===== src/rtl/fault_reg_bank_pkg.sv =====
// Shared fault-kind codes, FSM states and sizing helper for fault_reg_bank.
package fault_pkg;

    localparam logic [1:0] FK_FLIP   = 2'd0;
    localparam logic [1:0] FK_STUCK0 = 2'd1;
    localparam logic [1:0] FK_STUCK1 = 2'd2;
    localparam logic [1:0] FK_CLEAR  = 2'd3;

    typedef enum logic {
        ST_IDLE,
        ST_ARMED
    } fault_state_t;

    function automatic int fault_bw(input int w);
        return (w > 1) ? $clog2(w) : 1;
    endfunction

endpackage


===== src/rtl/fault_reg_bank_if.sv =====
// Valid/ready fault request port.
interface fault_reg_bank_if
    import fault_pkg::*;
#(
    parameter int WIDTH   = 8,
    parameter int DELAY_W = 8,
    parameter int BW      = fault_bw(WIDTH)
);

    logic               f_valid;
    logic               f_ready;
    logic [1:0]         f_kind;
    logic [BW-1:0]      f_bit;
    logic [DELAY_W-1:0] f_delay;

    modport master (
        output f_valid, f_kind, f_bit, f_delay,
        input  f_ready
    );

    modport slave (
        input  f_valid, f_kind, f_bit, f_delay,
        output f_ready
    );

endinterface


===== src/rtl/fault_reg_bank_timer.sv =====
// Fault request latch, delay countdown and one-cycle apply strobe.
module fault_timer
    import fault_pkg::*;
#(
    parameter int WIDTH   = 8,
    parameter int DELAY_W = 8,
    parameter int BW      = fault_bw(WIDTH)
) (
    input  logic            clk,
    input  logic            rst_n,
    fault_reg_bank_if.slave f,
    output logic [1:0]      kind_o,
    output logic [BW-1:0]   bit_o,
    output logic            apply_o
);

    fault_state_t       state_q, state_d;
    logic [DELAY_W-1:0] cnt_q, cnt_d;
    logic [1:0]         kind_q, kind_d;
    logic [BW-1:0]      bit_q, bit_d;

    always_ff @(posedge clk or negedge rst_n) begin
        if (!rst_n) begin
            state_q <= ST_IDLE;
            cnt_q   <= '0;
            kind_q  <= '0;
            bit_q   <= '0;
        end else begin
            state_q <= state_d;
            cnt_q   <= cnt_d;
            kind_q  <= kind_d;
            bit_q   <= bit_d;
        end
    end

    always_comb begin
        state_d = state_q;
        cnt_d   = cnt_q;
        kind_d  = kind_q;
        bit_d   = bit_q;
        apply_o = 1'b0;
        unique case (state_q)
            ST_IDLE: begin
                if (f.f_valid) begin
                    kind_d  = f.f_kind;
                    bit_d   = f.f_bit;
                    cnt_d   = f.f_delay;
                    state_d = ST_ARMED;
                end
            end
            ST_ARMED: begin
                if (cnt_q != '0) begin
                    cnt_d = cnt_q - 1'b1;
                end else begin
                    apply_o = 1'b1;
                    state_d = ST_IDLE;
                end
            end
            default: state_d = ST_IDLE;
        endcase
    end

    assign f.f_ready = (state_q == ST_IDLE);
    assign kind_o    = kind_q;
    assign bit_o     = bit_q;

endmodule


===== src/rtl/fault_reg_bank.sv =====
// D register bank with stuck-at output masks and scheduled bit flips.
// Define FAULT_REGISTER_EN for simulation-only site/injection reporting.
module fault_reg_bank
    import fault_pkg::*;
#(
    parameter int WIDTH   = 8,
    parameter int DELAY_W = 8,
    parameter int CNT_W   = 8,
    parameter int BW      = fault_bw(WIDTH)
) (
    input  logic             clk,
    input  logic             rst_n,
    input  logic             en,
    input  logic [WIDTH-1:0] d,
    output logic [WIDTH-1:0] q,
    fault_reg_bank_if.slave  f,
    output logic             fired,
    output logic [CNT_W-1:0] fault_count
);

    logic [WIDTH-1:0] q_int_q, q_int_d;
    logic [WIDTH-1:0] s0_q, s0_d;
    logic [WIDTH-1:0] s1_q, s1_d;
    logic [CNT_W-1:0] cnt_q, cnt_d;
    logic             fired_q;
    logic [1:0]       kind;
    logic [BW-1:0]    bit_w;
    logic             apply;
    logic             bit_ok;

    fault_timer #(
        .WIDTH   (WIDTH),
        .DELAY_W (DELAY_W),
        .BW      (BW)
    ) u_timer (
        .clk     (clk),
        .rst_n   (rst_n),
        .f       (f),
        .kind_o  (kind),
        .bit_o   (bit_w),
        .apply_o (apply)
    );

    always_ff @(posedge clk or negedge rst_n) begin
        if (!rst_n) begin
            q_int_q <= '0;
            s0_q    <= '0;
            s1_q    <= '0;
            cnt_q   <= '0;
            fired_q <= 1'b0;
        end else begin
            q_int_q <= q_int_d;
            s0_q    <= s0_d;
            s1_q    <= s1_d;
            cnt_q   <= cnt_d;
            fired_q <= apply;
        end
    end

    assign bit_ok = (int'(bit_w) < WIDTH);

    // A flip acts on the value being loaded this edge, not the old one.
    always_comb begin
        q_int_d = en ? d : q_int_q;
        s0_d    = s0_q;
        s1_d    = s1_q;
        cnt_d   = cnt_q;
        if (apply) begin
            unique case (kind)
                FK_FLIP: begin
                    if (bit_ok) q_int_d[bit_w] = ~q_int_d[bit_w];
                end
                FK_STUCK0: begin
                    if (bit_ok) begin
                        s0_d[bit_w] = 1'b1;
                        s1_d[bit_w] = 1'b0;
                    end
                end
                FK_STUCK1: begin
                    if (bit_ok) begin
                        s1_d[bit_w] = 1'b1;
                        s0_d[bit_w] = 1'b0;
                    end
                end
                FK_CLEAR: begin
                    s0_d = '0;
                    s1_d = '0;
                end
                default: ;
            endcase
            if (kind != FK_CLEAR && bit_ok && cnt_q != '1)
                cnt_d = cnt_q + 1'b1;
        end
    end

    assign q           = (q_int_q & ~s0_q) | s1_q;
    assign fired       = fired_q;
    assign fault_count = cnt_q;

`ifdef FAULT_REGISTER_EN
    initial begin
        for (int i = 0; i < WIDTH; i++) begin
            $display("register %m.stuck_0_q[%0d] output", i);
            $display("register %m.stuck_1_q[%0d] output", i);
        end
    end

    always @(posedge clk) begin
        if (rst_n && apply)
            $display("inject %m kind=%0d bit=%0d t=%0t",
                     kind, bit_w, $time);
    end
`endif

endmodule


===== src/flat_wrapper.sv =====
// flat-port wrapper written by rule: the top's interface ports become plain ports
module fault_reg_bank_flat import fault_pkg::*;
#(
    parameter int WIDTH   = 8,
    parameter int DELAY_W = 8,
    parameter int CNT_W   = 8,
    parameter int BW      = fault_bw(WIDTH)
)
  (clk, rst_n, en, d, q, fired, fault_count, f_f_valid, f_f_kind, f_f_bit, f_f_delay, f_f_ready);
  fault_reg_bank_if #(.WIDTH(WIDTH), .DELAY_W(DELAY_W), .BW(BW)) f_i ();
  input  logic clk;
  input  logic rst_n;
  input  logic en;
  input  logic [WIDTH-1:0] d;
  output logic [WIDTH-1:0] q;
  output logic fired;
  output logic [CNT_W-1:0] fault_count;
  input wire logic [$bits(f_i.f_valid)-1:0] f_f_valid;
  input wire logic [$bits(f_i.f_kind)-1:0] f_f_kind;
  input wire logic [$bits(f_i.f_bit)-1:0] f_f_bit;
  input wire logic [$bits(f_i.f_delay)-1:0] f_f_delay;
  output wire logic [$bits(f_i.f_ready)-1:0] f_f_ready;
  assign f_i.f_valid = f_f_valid;
  assign f_i.f_kind = f_f_kind;
  assign f_i.f_bit = f_f_bit;
  assign f_i.f_delay = f_f_delay;
  assign f_f_ready = f_i.f_ready;
  fault_reg_bank #(.WIDTH(WIDTH), .DELAY_W(DELAY_W), .CNT_W(CNT_W), .BW(BW)) u_core (.clk(clk), .rst_n(rst_n), .en(en), .d(d), .q(q), .f(f_i), .fired(fired), .fault_count(fault_count));
endmodule

===== config.mk =====
export PLATFORM = sky130hd
export DESIGN_NAME = fault_reg_bank_flat
export DESIGN_NICKNAME = d
export VERILOG_FILES = /design/src/rtl/fault_reg_bank_pkg.sv /design/src/rtl/fault_reg_bank_if.sv /design/src/rtl/fault_reg_bank_timer.sv /design/src/rtl/fault_reg_bank.sv /design/src/flat_wrapper.sv
export SDC_FILE = /design/constraint.sdc
export NUM_CORES = 1
export LEC_CHECK = 0
export ABC_AREA = 1
export CORE_MARGIN = 10
export CORE_UTILIZATION = 25
export CTS_BUF_LIST = sky130_fd_sc_hd__clkbuf_4 sky130_fd_sc_hd__clkbuf_8
export DETAILED_ROUTE_END_ITERATION = 16
export DONT_BUFFER_PORTS = 1
export PLACE_DENSITY = 0.37
export SLEW_MARGIN = 20
export SYNTH_ARGS = -nofsm -noshare
export SYNTH_HDL_FRONTEND = slang
export SYNTH_SLANG_ARGS = --single-unit

===== constraint.sdc =====
create_clock -name clk -period 2.1 [get_ports clk]
set_input_delay 0.21 -clock clk [delete_from_list [all_inputs] [get_ports clk]]
set_output_delay 0.21 -clock clk [all_outputs]
set_load 0.01 [all_outputs]

Word-level counts from Yosys, hierarchy flattened --
Index checks and enable logic that the tools add are counted. Widths: inputs -> output; s select.
Operators by class: equal/unequal tests 7, multiplexer cells 18, add/subtract/negate cells 2, bitwise operators 10, magnitude comparators 2, reduce and logical (&&, ||, !) cells 9
Operator list (count):
- $pmux 8 s3 | 2
- $mux 8 | 5
- $and 8x8->8 | 3
- $or 8x8->8 | 3
- $not 8->8 | 2
- $pmux 8 s2 | 1
- $add 8x1->8 const B | 1
- $bwmux 8 | 1
- $ne 8x8->1 const B | 1
- $reduce_and 2->1 | 4
- $reduce_bool 8->1 | 1
- $sub 8x1->8 const B | 1
- $mux 1 | 6
- $eq 2x2->1 const B | 2
- $lt 3x4->1 const B | 1
- $ne 2x2->1 const B | 2
- $bmux 1 s3 | 1
- $demux 1 s3 | 1
- $ge 3x1->1 const B | 1
- $reduce_bool 3->1 | 1
- $eq 2x1->1 const B | 1
- $logic_and 1x1->1 | 2
- $logic_not 2->1 | 1
- $ne 2x1->1 const B | 1
- 2 further kinds | 3
Storage, ports and cells: flip-flop bits (word level) 47, input port bits 25, output and inout bits 18, logic and storage cells 57

Longest topological paths before layout --
depth after elaboration 7, depth in mapped cells 11, mapped depth without buffers 9

By module --
From an unflattened synthesis, not the netlist that was laid out.
Second synthesis, totals: cells, all modules 430, area, all modules 2892.8 µm²
Modules (own cells, without submodules):
- fault_reg_bank | sequential area each 825.8 µm², cells an instance 319, instances 1, area an instance 2064.5 µm²
- fault_timer | sequential area each 350.3 µm², cells an instance 111, instances 1, area an instance 828.3 µm²

Least setup slack after synthesis --
OpenSTA, ideal clock, no wires.
path type reg2reg, start point register u_core.u_timer.cnt_q[0], end point register u_core.s0_q[6], path buffers 1, arrival 1.444 ns, stages on the path, launching flop included 11, path slack 0.540 ns, library setup time 0.117 ns, period minus slack after synthesis 1.560 ns, data required time 1.983 ns, path through dfrtp_1 inv_1 ha_1 nand2_1 nor2_4 nand2_2 nor2_8 nand2_4 buf_6 nand2_1 nand2_1
On the way: longest elaborated chain between the ends 4
Ends and longest elaborated chain:
- from (decl) | line fault_reg_bank_timer.sv:18 | logic [DELAY_W-1:0] cnt_q, cnt_d;
- from (signal assigned) | line fault_reg_bank_timer.sv:30 | cnt_q <= cnt_d;
- $reduce_bool 8->1 | line fault_reg_bank_timer.sv:52 | if (cnt_q != '0) begin
- $mux 1 | line fault_reg_bank_timer.sv:52
- $mux 1 | line fault_reg_bank_timer.sv:42 | unique case (state_q)
- $reduce_and 2->1 (no line)
- to (signal assigned) | line fault_reg_bank.sv:47 | s0_q <= '0;
- to (signal assigned) | line fault_reg_bank.sv:53 | s0_q <= s0_d;
- to (decl) | line fault_reg_bank.sv:22 | logic [WIDTH-1:0] s0_q, s0_d;
Every way passes these cells. A chain may end at the register's enable or synchronous reset.

Final worst setup path --
start point register u_core.u_timer.cnt_q[0], end point register u_core.s1_q[2]
On the way: longest elaborated chain between the ends 4
Ends and longest elaborated chain:
- $reduce_bool 8->1 | line fault_reg_bank_timer.sv:52
- $mux 1 | line fault_reg_bank_timer.sv:52
- $mux 1 | line fault_reg_bank_timer.sv:42
- $reduce_and 2->1 (no line)
- to (signal assigned) | line fault_reg_bank.sv:48 | s1_q <= '0;
- to (signal assigned) | line fault_reg_bank.sv:54 | s1_q <= s1_d;
- to (decl) | line fault_reg_bank.sv:23 | logic [WIDTH-1:0] s1_q, s1_d;
Every way passes these cells.

==> out/qor.csv <==
metric;value;unit
sequential cell fraction of total power;0.396;
clock latency on the worst-skew pair;0.32;ns
Worst R2R End;u_core.s1_q[2];
vias in the first global route;2745;
Synth Instances;482;
largest net degree at the start of global routing;48;
count of cell types in the netlist;27;
Overflow after GRT;0;
switch share;0.4631;
fin crit share;0.8445;
I/O pins;43;
num rows;40;
clk buf depth;2;
worst r2r src;u_core.u_timer.cnt_q[0];
syn_nets;509;
Max Cap Violations;0;
Post-DP Area;3213;um2
Clk pwr share;0.179;
first-pass GRT wire length;14610;um
CTS tree;built;
achievable clock frequency;563.9;MHz
share of the synthesized area in the top cell type;0.3837;
Final nets;511;
via-per-instance ratio;4.426;
routed wire length;8773;um
Setup Crit Path Kind;reg -> reg;
initial antenna violation count;0;
Cell Area, Synth;3065;um2
drt drc;0;
Most used DFF post-synth;dfrtp_1;
final hold vios;0;
htree depth;2;
layout cells sized above 1;0.06598;
FILL cells;1385;
reg2reg path depth;8;
Reg clk slew, reported paths;0.10;ns
initial drt markers;144;
CP Max Fanout;16;
setup TNS;0;ns
Setup crit end;u_core.s1_q[2];
Placer Congestion;0.7678;
die width;130.7;um
FF+latch count, synth;47;
CP Launch Type;flip-flop;
syn_area_per_cell;6.360;um2
dpl hpwl;6405;um
die area;17090;um2
Initial Util;0.2552;
Yosys warnings;0;
Synth area leaders;dfrtp_1, nand2_1, inv_1;
Post-synth EDFFs;0;
antenna-violating nets left;0;
CTS buffer count;5;
Power Dens Cells;1051;nW/um2
RSZ-0062 raised after global routing;no;
root buffer cell;clkbuf_8;
final setup fails;0;
Psw;1.630;mW
worst rel slew slack;0.6353;
Comb pwr share;0.425;
Internal;1.890;mW
ys async rst share;1.000;
dominant cell type by area after synthesis;dfrtp_1;
via count;2797;
leak pwr;1.880;nW
Worst EP arrival;2.03;ns
Die Y;130.7;um
CTS sink count;47;
Final Max Tran Viols;0;
crit path capture type;flip-flop;
Critical Path RT;2.35;ns
PortBufs;0;
cts repair resizes;0;
post-route cell area;3349;um2
Worst Max-Slew Pin Slew;0.5413;ns
CP Launch Point;u_core.u_timer.cnt_q[0];
most frequent cells in the layout;nand2_1, dfrtp_1, inv_1, nand3_1, o21ai_0;
ANT cells;0;
Setup Skew;0.008999;ns
Routed wire per std cell;13.88;um
core box area;12010;um2
register area share after synthesis;0.3837;
Area Growth Syn to Fin;9.265;%
status;finished clean;
DP Cell Count;622;
final non-filler cell total;632;
Hold/Removal Path Class;in -> reg;
gr usage total;0.1098;
internal reg-to-reg setup slack;0.33;ns
commonest non-fill, non-tap cell in the layout;nand2_1;
crit path time final;1.774;ns
First-pass DRT Iterations;4;
Peak VDD IR;0.3789;mV
==> timing repair <==
action	CTS	global route
hold buffers	2	0
setup buffers	0	0
hold endpoints to repair	47	0
==> power groups by stage <==
stage	clock [mW]	combinational [mW]	sequential (mW)
after floorplan	0	1.17	1.33
after global placement	0	1.50	1.41
after detailed placement	0	1.50	1.41
after CTS	0.673	1.53	1.40
after global routing	0.701	1.76	1.45
final	0.630	1.49	1.39
==> kinds of logic (layout without fill, tap and decap cells) <==
kind of cell | after synthesis | after routing | share of synthesized area
DFF | 47 | 47 | 0.3837
xor gates and xnor gates | 6 | 6 | 0.01715
adders and majority gates | 2 | 2 | 0.008162
and+or+nand+nor | 332 | 332 | 0.4465
AOI/OAI and AO/OA | 37 | 37 | 0.06286
buffers and inverters | 57 | 60 | 0.07796
muxes | 1 | 1 | 0.003673
==> worst min-delay path by stage <==
stage,from,slack [ns],end,depth (start not counted)
after global routing,f_f_kind[0],0.03,u_core.u_timer.kind_o[0],1
final,f_f_kind[0],0.04,u_core.u_timer.kind_o[0],1
after global placement,rst_n,-0.08,u_core.q_int_q[7],0
after CTS,f_f_kind[0],0.02,u_core.u_timer.kind_o[0],1
after detailed placement,rst_n,-0.08,u_core.q_int_q[7],0
after floorplan,rst_n,-0.09,u_core.fault_count[0],0
==> worst max-delay path, stage by stage, from the launching register on <==
cell     delay [ns]
dfrtp_1        0.38
inv_1          0.11
ha_1           0.25
nand2_1        0.12
nor2_4         0.14
nand3_4        0.18
nor2_4         0.36
nand2_1        0.10
nand2_1        0.08
==> per-stage QoR <==
stage	setup WS [ns]	power, mW	util	hold slack, ns
finish	0.3265	3.519	0.2789	0.03825
global route	0.07012	3.910	0.2789	0.02697
CTS	0.2904	3.604	0.2789	0.02137
detailed placement	0.3220	2.915	0.2675	-0.08188
global placement	0.3310	2.908	0.2675	-0.08198
floorplan	0.5398	2.507	-	-0.08559
==> Yosys cell counts, drive strengths merged (2+ instances only) <==
cell,instances
o21ai,30
inv,46
buf,10
a21oi,4
o21bai,3
nor2,34
xor2,3
dfrtp,47
nand3,31
xnor2,3
ha,2
nand2,263
==> flip-flops by register name (all words and copies together), names as in the netlist <==
register / cells
u_core.fault_count: 8
u_core.fired: 1
u_core.q_int_q: 8
u_core.s0_q: 8
u_core.s1_q: 8
u_core.u_timer.bit_o: 3
u_core.u_timer.cnt_q: 8
u_core.u_timer.kind_o: 2
u_core.u_timer.state_q: 1
==> cell type report <==
cell class              count  area (um2)  area share
multi-input cells         378        1650      0.4927
flip-flops and latches     47        1176      0.3511
well taps                 147       183.9     0.05491
inverters                  46       172.7     0.05155
clock buffers               7       90.09     0.02690
repair buffers              6       67.56     0.02017
clock inverters             1       8.758    0.002615
==> layer usage <==
metal  track usage  share of wire
met2        0.1870           0.47
met5             0              0
met1        0.1307           0.44
met4       0.02158         0.0079
met3       0.03868          0.073
Note: power is estimated with default switching activity, not from simulation.
